File: config.mk
export PLATFORM = sky130hd
export DESIGN_NAME = reg_set_wr_arbiter
export DESIGN_NICKNAME = d
export VERILOG_FILES = /design/src/rtl/reg_set_wr_arbiter.sv
export SDC_FILE = /design/constraint.sdc
export NUM_CORES = 1
export LEC_CHECK = 0
export ABC_AREA = 1
export CAP_MARGIN = 10
export CORE_MARGIN = 3
export CORE_UTILIZATION = 54
export CTS_CLUSTER_DIAMETER = 60
export CTS_CLUSTER_SIZE = 40
export DETAILED_ROUTE_END_ITERATION = 8
export DONT_BUFFER_PORTS = 1
export PLACE_DENSITY = 0.72
export SYNTH_ARGS = -nofsm -noshare
export SYNTH_HDL_FRONTEND = slang
export SYNTH_SLANG_ARGS = --single-unit
File: constraint.sdc
create_clock -name clk -period 1 [get_ports clk]
set_input_delay 0.1 -clock clk [delete_from_list [all_inputs] [get_ports clk]]
set_output_delay 0.1 -clock clk [all_outputs]
set_load 0.02 [all_outputs]
File: src/rtl/reg_set_wr_arbiter.sv
// ---------------------------------------------------------------------------
// reg_set_wr_arbiter
//
// Shares the register set's single write port between two requesters (A, B).
// Ownership is round-robin, with a per-requester lock that keeps ownership
// across back-to-back writes. The write port outputs are registered and
// drive the register set's wen / Wr_addr / d inputs directly.
//
// A requester's write is accepted on any edge where it owns the port and
// has req high. The captured address/data appear on the write port, with
// wr_en high, in the following cycle.
//
// Optional build macro:
//   REGSET_ARB_STATS_EN - adds the coll_cnt port. This is an 8-bit
//                         saturating count of edges where both requesters
//                         were requesting.
// ---------------------------------------------------------------------------
module reg_set_wr_arbiter #(
    parameter int N = 8,
    parameter int w = 3
) (
    input  logic         clk,
    input  logic         rst_n,
    input  logic         a_req,
    input  logic         a_lock,
    input  logic [w-1:0] a_addr,
    input  logic [N-1:0] a_data,
    output logic         a_gnt,
    input  logic         b_req,
    input  logic         b_lock,
    input  logic [w-1:0] b_addr,
    input  logic [N-1:0] b_data,
    output logic         b_gnt,
    output logic         wr_en,
    output logic [w-1:0] wr_addr,
    output logic [N-1:0] wr_data,
    output logic         busy
`ifdef REGSET_ARB_STATS_EN
    ,
    output logic [7:0]   coll_cnt
`endif
);

    typedef enum logic [1:0] {
        ST_IDLE  = 2'b00,
        ST_OWN_A = 2'b01,
        ST_OWN_B = 2'b10
    } state_t;

    // Saturating 8-bit increment used by the contention counter.
    function automatic logic [7:0] sat_inc8(input logic [7:0] val);
        logic [7:0] res;
        if (val == 8'hFF) begin
            res = val;
        end else begin
            res = val + 8'd1;
        end
        return res;
    endfunction

    // Ownership decision when leaving an owned state.
    // own_req/own_lock belong to the current owner; oth_req belongs to the
    // other requester. The result encodes: 2'b00 = go idle, 2'b01 = stay,
    // 2'b10 = hand over.
    function automatic logic [1:0] own_decision(input logic own_req,
                                                input logic own_lock,
                                                input logic oth_req);
        logic [1:0] res;
        if (own_req && own_lock) begin
            res = 2'b01;
        end else if (oth_req) begin
            res = 2'b10;
        end else if (own_req) begin
            res = 2'b01;
        end else begin
            res = 2'b00;
        end
        return res;
    endfunction

    state_t         state_r;
    state_t         state_next_s;
    logic           last_b_r;      // 1: B was granted most recently
    logic           accept_a_s;
    logic           accept_b_s;
    logic [1:0]     dec_a_s;
    logic [1:0]     dec_b_s;
    logic           a_gnt_r;
    logic           b_gnt_r;
    logic           busy_r;
    logic           wr_en_r;
    logic [w-1:0]   wr_addr_r;
    logic [N-1:0]   wr_data_r;

    assign dec_a_s = own_decision(a_req, a_lock, b_req);
    assign dec_b_s = own_decision(b_req, b_lock, a_req);

    // Next-state logic and write-acceptance decode from the registered state.
    always_comb begin
        state_next_s = state_r;
        accept_a_s   = 1'b0;
        accept_b_s   = 1'b0;
        case (state_r)
            ST_IDLE: begin
                if (a_req && b_req) begin
                    // The tie goes to whoever was not granted last.
                    if (last_b_r) begin
                        state_next_s = ST_OWN_A;
                    end else begin
                        state_next_s = ST_OWN_B;
                    end
                end else if (a_req) begin
                    state_next_s = ST_OWN_A;
                end else if (b_req) begin
                    state_next_s = ST_OWN_B;
                end else begin
                    state_next_s = ST_IDLE;
                end
            end
            ST_OWN_A: begin
                accept_a_s = a_req;
                case (dec_a_s)
                    2'b01:   state_next_s = ST_OWN_A;
                    2'b10:   state_next_s = ST_OWN_B;
                    default: state_next_s = ST_IDLE;
                endcase
            end
            ST_OWN_B: begin
                accept_b_s = b_req;
                case (dec_b_s)
                    2'b01:   state_next_s = ST_OWN_B;
                    2'b10:   state_next_s = ST_OWN_A;
                    default: state_next_s = ST_IDLE;
                endcase
            end
            default: begin
                state_next_s = ST_IDLE;
            end
        endcase
    end

    // State register, with grant and busy registered from the next state.
    always_ff @(posedge clk or negedge rst_n) begin
        if (!rst_n) begin
            state_r <= ST_IDLE;
            a_gnt_r <= 1'b0;
            b_gnt_r <= 1'b0;
            busy_r  <= 1'b0;
        end else begin
            state_r <= state_next_s;
            a_gnt_r <= (state_next_s == ST_OWN_A);
            b_gnt_r <= (state_next_s == ST_OWN_B);
            busy_r  <= (state_next_s != ST_IDLE);
        end
    end

    // Tracks the most recently accepted requester for round-robin ties.
    always_ff @(posedge clk or negedge rst_n) begin
        if (!rst_n) begin
            last_b_r <= 1'b1;
        end else if (accept_a_s) begin
            last_b_r <= 1'b0;
        end else if (accept_b_s) begin
            last_b_r <= 1'b1;
        end else begin
            last_b_r <= last_b_r;
        end
    end

    // Write-port register: captures the accepted write and holds it otherwise.
    always_ff @(posedge clk or negedge rst_n) begin
        if (!rst_n) begin
            wr_en_r   <= 1'b0;
            wr_addr_r <= '0;
            wr_data_r <= '0;
        end else if (accept_a_s) begin
            wr_en_r   <= 1'b1;
            wr_addr_r <= a_addr;
            wr_data_r <= a_data;
        end else if (accept_b_s) begin
            wr_en_r   <= 1'b1;
            wr_addr_r <= b_addr;
            wr_data_r <= b_data;
        end else begin
            wr_en_r   <= 1'b0;
            wr_addr_r <= wr_addr_r;
            wr_data_r <= wr_data_r;
        end
    end

`ifdef REGSET_ARB_STATS_EN
    logic [7:0] coll_cnt_r;

    // Counts edges with both requesters active, saturating at 255.
    always_ff @(posedge clk or negedge rst_n) begin
        if (!rst_n) begin
            coll_cnt_r <= 8'd0;
        end else if (a_req && b_req) begin
            coll_cnt_r <= sat_inc8(coll_cnt_r);
        end else begin
            coll_cnt_r <= coll_cnt_r;
        end
    end

    assign coll_cnt = coll_cnt_r;
`endif

    assign a_gnt   = a_gnt_r;
    assign b_gnt   = b_gnt_r;
    assign busy    = busy_r;
    assign wr_en   = wr_en_r;
    assign wr_addr = wr_addr_r;
    assign wr_data = wr_data_r;

endmodule

==> reports/qor.yml, run 1 <==
run_status:
  outcome: "finished with violations"
  violations: "hold timing, setup timing"
sta:
  worstMarginPinSlew_ps: 776
  final.min_clock_period_ps: 1180
  rsz0062_at_grt: "yes"
  period_share: 1.18
  finalSetupTns_ps: -2070
  final_max_slew_viol_count: 0
  timing.final.ws_setup_ps: -178
  max_slew_margin: 0.483
  finClkSkew_ps: 14.9
  hold_viol: 17
  hold-worst-slack_ps: -71.0
  max_freq_mhz: 849
  setup_viol: 18
placed_design:
  place_congestion: 0.699
  dpl.cell_count: 164
  hpwl_um: 1580
  io_buffers: 0
critical_path:
  path_cells: "nor2_4 -> nand2_4 -> nand2_4 -> buf_6 -> nand3_2 -> nand2_1"
  worstSetupStartpointType: "flip-flop"
  cp_data_required_time_ps: 1230
  path_delay_family: "simple AND/OR/NAND/NOR gates"
  slowest_delay_ps: 470
  cpMostUsedCell: "nand2_4"
  cp-end-kind: "flip-flop"
  slowest_stage: "dfrtp_2"
  critical_path_buf_inv_count: 1
  worstSetupPathType: "reg2reg"
  cp.arrival_ps: 1410
  crit_fanout: 5
route:
  antenna_left: 0
  via_per_inst: 5.05
  drt-initial-drc-count: 15
  avgRoutedWirePerCell_um: 13.8
  firstDrtPassIters: 4
  drt-total-wl_um: 2410
  vias: 879
  drc: 0
layout:
  drive_above_1_share: 0.353
  seq_area_um2: 454
  final_cells: 174
  multi_input_area_um2: 480
  nets: 179
  fill_cells: 129
  syn2layout_area_growth_pct: 28.9
  n_antenna_cell: 0
  final_core_util: 0.786
cts:
  tritoncts: "yes"
  root_buffer: "clkbuf_4"
  cts_buffer_depth: 2
  cts_hold_buf: 4
  cts_sinks: 18
  clkSlewWorstSetupHoldPaths_ps: 110
  htree_num_levels: 1
  clock_latency_ps: 300
  cts_inserted_buffers: 3
logic_synthesis:
  syn_inst: 130
  synth_top_area_frac: 0.433
  ys_types: 16
  syn_area_um2: 983
  synth_area_leaders: "dfrtp_1 (43%), nand2_1 (21%), inv_1 (9.5%)"
  synth_edf_count: 0
  synth_area_per_cell_um2: 7.56
  synth_seq_cells: 18
  syn_nets: 158
  ys_warn_count: 0
  yosysTopAreaCell: "dfrtp_1"
  yosysMostFrequentCell: "nand2_1"
  ys.flop_type: "dfrtp_1"
  ys_seq_area_frac: 0.459
  synth_common_cells: "nand2_1 (54), inv_1 (25), dfrtp_1 (17), nand3_2 (8)"
  synth-async-reset-ratio: 1.00
global_routing:
  antenna_found_initial: 0
  grt_first_pass_wirelength_um: 3750
  first_global_vias: 859
  grt_usage: 0.200
  grt_max_degree: 19
  grt_overflow: 0
hold_path:
  hold_path_class: "in2async"
floorplan:
  ioPinCount: 43
  core_mm2: 0.00161
  core.rowCount: 14
  floorplan.initialDensity: 0.610
  die_x_um: 48.7
  dieArea_mm2: 0.00237
  die-height_um: 48.7
power_and_ir_drop:
  vdd_drop_max_v: 0.00165
  p_leak_nw: 0.724
  power_density_mw_per_mm2: 2860
job:
  maxCapViolations: 0
-- cell usage in the layout, fill, tap and decap left out --
cell            netlist  layout
a21boi_2              0       1
buf_4                 1      11
buf_6                 1       4
clkbuf_1              0       1
clkbuf_4              0       3
dfrtp_1              17      15
dfrtp_2               0       2
dfstp_2               1       1
dlygate4sd3_1         0       3
dlymetal6s4s_1        0       1
inv_1                25      23
inv_2                 2       2
inv_4                 0       2
nand2_1              54      48
nand2_2               2       6
nand2_4               1       3
nand3_1               6       3
nand3_2               8      10
nand3_4               0       1
nand4_1               2       2
nor2_1                6       1
nor2_2                2       2
nor2_4                0       5
-- timing repair --
action                                 4_1_cts  5_1_grt
gates resized for setup                     16       17
setup endpoints to repair                   18       20
buffers inserted                             1        2
endpoints found under the hold margin       19        9
pin swaps                                    8        9
-- flip-flops by register name, summed over array words and instances, names as in the netlist --
register  count
state_r       2
wr_addr       3
a_gnt         1
last_b_r      1
wr_data       8
b_gnt         1
busy          1
wr_en         1
-- worst register-to-register path, delay by kind of cell, from the launching register on --
kind | cells | cell delay, ps
AND/OR/NAND/NOR | 5 | 530
flip-flops | 1 | 470
buffers and inverters | 1 | 130
-- logic make-up after synthesis --
family	Yosys count	share of synthesized area
buffers and inverters	30	0.142
and+or+nand+nor	81	0.391
AOI/OAI and AO/OA	1	0.00764
DFF	18	0.459
-- power breakdown --
group / total [mW] / internal [mW] / leakage (nW) / switching [mW]
logic: 1.54 / 0.694 / 0.490 / 0.845
clock network: 0.373 / 0.155 / 0.0150 / 0.218
registers: 1.72 / 1.10 / 0.219 / 0.618
total: 3.63 / 1.95 / 0.724 / 1.68
-- area by class of cell --
type / instances / share of cell area
Multi-Input combinational cell: 82 / 0.379
Tap cell: 24 / 0.0237
Clock buffer: 4 / 0.0207
Inverter: 27 / 0.0839
Sequential cell: 18 / 0.358
Timing Repair Buffer: 19 / 0.134
-- stage by stage --
stage	total power [mW]	cell area (um2)	hold slack [ps]	worst slack, ps
finish	3.63	1270	-71.0	-178
global route	3.89	1270	-17.6	-242
CTS	3.42	1210	0.504	-156
detailed placement	2.85	1070	-195	-178
global placement	2.80	1070	-195	-129
floorplan	2.49	986	-196	-44.1
-- path summary, 6_finish.rpt --
| check | from | end | slack (ps) | cells past startpoint |
|---|---|---|---|---|
| worst max-delay path | state_r[0]$_DFF_PN0_ | wr_data[5]$_DFFE_PN0P_ | -180 | 6 |
| max in group asynchronous | rst_n | state_r[0]$_DFF_PN0_ | 520 | 1 |
| min in group clk | a_addr[1] | wr_addr[1]$_DFFE_PN0P_ | 0 | 4 |
| worst min-delay path | rst_n | wr_addr[1]$_DFFE_PN0P_ | -70 | 1 |
| worst min register to register | wr_data[4]$_DFFE_PN0P_ | wr_data[4]$_DFFE_PN0P_ | 630 | 2 |
| worst max register to register | state_r[0]$_DFF_PN0_ | wr_data[5]$_DFFE_PN0P_ | -180 | 6 |
-- layer usage --
metal  global-route usage  up-vias  wire [um]
met5                    0        -          0
met1                0.221      415        934
li1                     -      420          -
met2                0.353       40       1260
met3               0.0798        4        177
met4               0.0521        0         38
Power figures use the tool's default switching activity.
==> inputs of run 2 (changes only) <==
- CORE_UTILIZATION: 54 -> 45
- PLACE_DENSITY: 0.72 -> not set
- clock period: 1 -> 1.3 ns (I/O delays scaled with it)
==> reports/qor.yml, run 2 (synthesis gave the netlist of run 1 again) <==
run_status:
  outcome: "finished clean"
floorplan:
  core.rowCount: 16  # +2
  die-height_um: 52.8  # +8.4%
  die_x_um: 52.8  # +8.4%
  floorplan.initialDensity: 0.486  # -0.124
  dieArea_mm2: 0.00278  # +17%
  ioPinCount: 43  # unchanged
  core_mm2: 0.00202  # +25%
route:
  antenna_left: 0  # unchanged
  drt-total-wl_um: 1980  # -18%
  drc: 0  # unchanged
  drt-initial-drc-count: 8  # -7
  vias: 780  # -11%
  firstDrtPassIters: 4  # unchanged
  via_per_inst: 4.76  # -5.9%
  avgRoutedWirePerCell_um: 12.1  # -13%
global_routing:
  grt_usage: 0.157  # -0.0429
  grt_first_pass_wirelength_um: 3190  # -15%
  first_global_vias: 732  # -15%
  grt_overflow: 0  # unchanged
  grt_max_degree: 19  # unchanged
  antenna_found_initial: 0  # unchanged
sta:
  finClkSkew_ps: 15.4  # +0.521 ps
  hold_viol: 0  # -17
  final_max_slew_viol_count: 0  # unchanged
  final.min_clock_period_ps: 1200  # +25.6 ps
  worstMarginPinSlew_ps: 806  # +30.3 ps
  period_share: 0.926  # -0.252
  max_freq_mhz: 831  # -2.1%
  setup_viol: 0  # -18
  max_slew_margin: 0.461  # -0.0220
placed_design:
  place_area_mm2: 0.00101  # -6.2%
  place_congestion: 0.723  # +3.4%
  dpl.cell_count: 158  # -3.7%
  hpwl_um: 1510  # -4.4%
  io_buffers: 0  # unchanged
layout:
  n_antenna_cell: 0  # unchanged
  final_cells: 164  # -5.7%
  syn2layout_area_growth_pct: 7.63
  nets: 166  # -7.3%
  design_area_mm2: 0.00106  # -16%
  largest_reg_flops: 8  # unchanged
  layout_common_cells: "nand2_1 (54), inv_1 (25), dfrtp_1 (17), nand3_2 (8)"
  layout_commonest_cell: "nand2_1"
  drive_above_1_share: 0.168  # -0.185
critical_path:
  cp-end-kind: "flip-flop"
  cp_data_required_time_ps: 1500  # +270 ps
  worstSetupPathType: "reg2reg"
  worstSetupStartpointType: "flip-flop"
  crit_fanout: 8  # +3
  cp.arrival_ps: 1400  # about the same
  r2r_start: "state_r[0]$_DFF_PN0_"
  crit_start: "state_r[0]$_DFF_PN0_"
cts:
  tritoncts: "yes"
  clock_latency_ps: 290  # about the same
  post_cts_buffers: 0  # -1
  root_buffer: "clkbuf_4"
  clkSlewWorstSetupHoldPaths_ps: 110  # about the same
  cts_sinks: 18  # unchanged
  cts_buffer_depth: 2  # unchanged
  cts_inserted_buffers: 3  # unchanged
  htree_num_levels: 1  # unchanged
power_and_ir_drop:
  vdd_drop_max_v: 0.000948  # -43%
  power_density_mw_per_mm2: 2200  # -23%
  p_leak_nw: 0.628  # -13%
job:
  maxCapViolations: 0  # unchanged
hold_path:
  min_from: "b_req"
  hold_path_class: "in2reg"
-- run 2: changes by cell type in the layout (fill, tap and decap cells not counted), sizes merged --
cell and delta:
buf -11, dlygate4sd3 -1, dlymetal6s4s -1
-- run 2: layout make-up --
cell class	count	area [um2]
Clock buffer	4	26.3
Fill cell	204	963
Inverter	27	101
Multi-Input combinational cell	82	392
Sequential cell	18	452
Tap cell	27	33.8
Timing Repair Buffer	6	53.8
-- run 2: worst max-delay path, stage by stage (launching register included) --
cell     delay (ps)
dfrtp_1         440
inv_2            50
nor2_2          110
nand2_2         130
buf_4           190
nand2_1          60
nand2_1          50
nand2_1          50
nand2_1          40
-- run 2: repair_timing --
item,in CTS,in global routing
setup endpoints to repair,0,2
hold buffers,2,0
hold endpoints to repair,19,0
gates resized for setup,0,1
-- run 2: worst paths after layout --
check,slack [ps],end,cells past startpoint
hold reg to reg,470,last_b_r$_DFFE_PN1P_,2
hold / removal,20,last_b_r$_DFFE_PN1P_,2
setup reg to reg,100,wr_addr[1]$_DFFE_PN0P_,8
min in group asynchronous,360,wr_addr[1]$_DFFE_PN0P_,1
max in group asynchronous,430,state_r[0]$_DFF_PN0_,1
setup / recovery,100,wr_addr[1]$_DFFE_PN0P_,8
-- run 2: power by group --
| group | leakage (nW) | internal (mW) | switching [mW] |
|---|---|---|---|
| Combinational | 0.392 | 0.287 | 0.469 |
| Sequential | 0.222 | 0.837 | 0.448 |
| Clock | 0.0150 | 0.119 | 0.170 |
-- run 2: metrics by stage --
step / setup TNS [ps] / setup WS, ps / utilization / hold WS [ps] / power, mW
after floorplan: 0 / 236 / - / -166 / 1.90
after global placement: 0 / 141 / 0.499 / -165 / 2.03
after detailed placement: 0 / 81.1 / 0.499 / -165 / 2.05
after CTS: 0 / 89.0 / 0.522 / 7.95 / 2.37
after global routing: -7.00 / -4.80 / 0.524 / 31.2 / 2.53
final: 0 / 95.9 / 0.524 / 16.7 / 2.33
-- run 2: metal layers --
layer,GRT usage,vias to the layer above,share of wire
met4,0.0511,0,0.0051
met2,0.231,29,0.46
met3,0.0484,2,0.074
met1,0.216,352,0.46
li1,-,397,-
met5,0,-,0
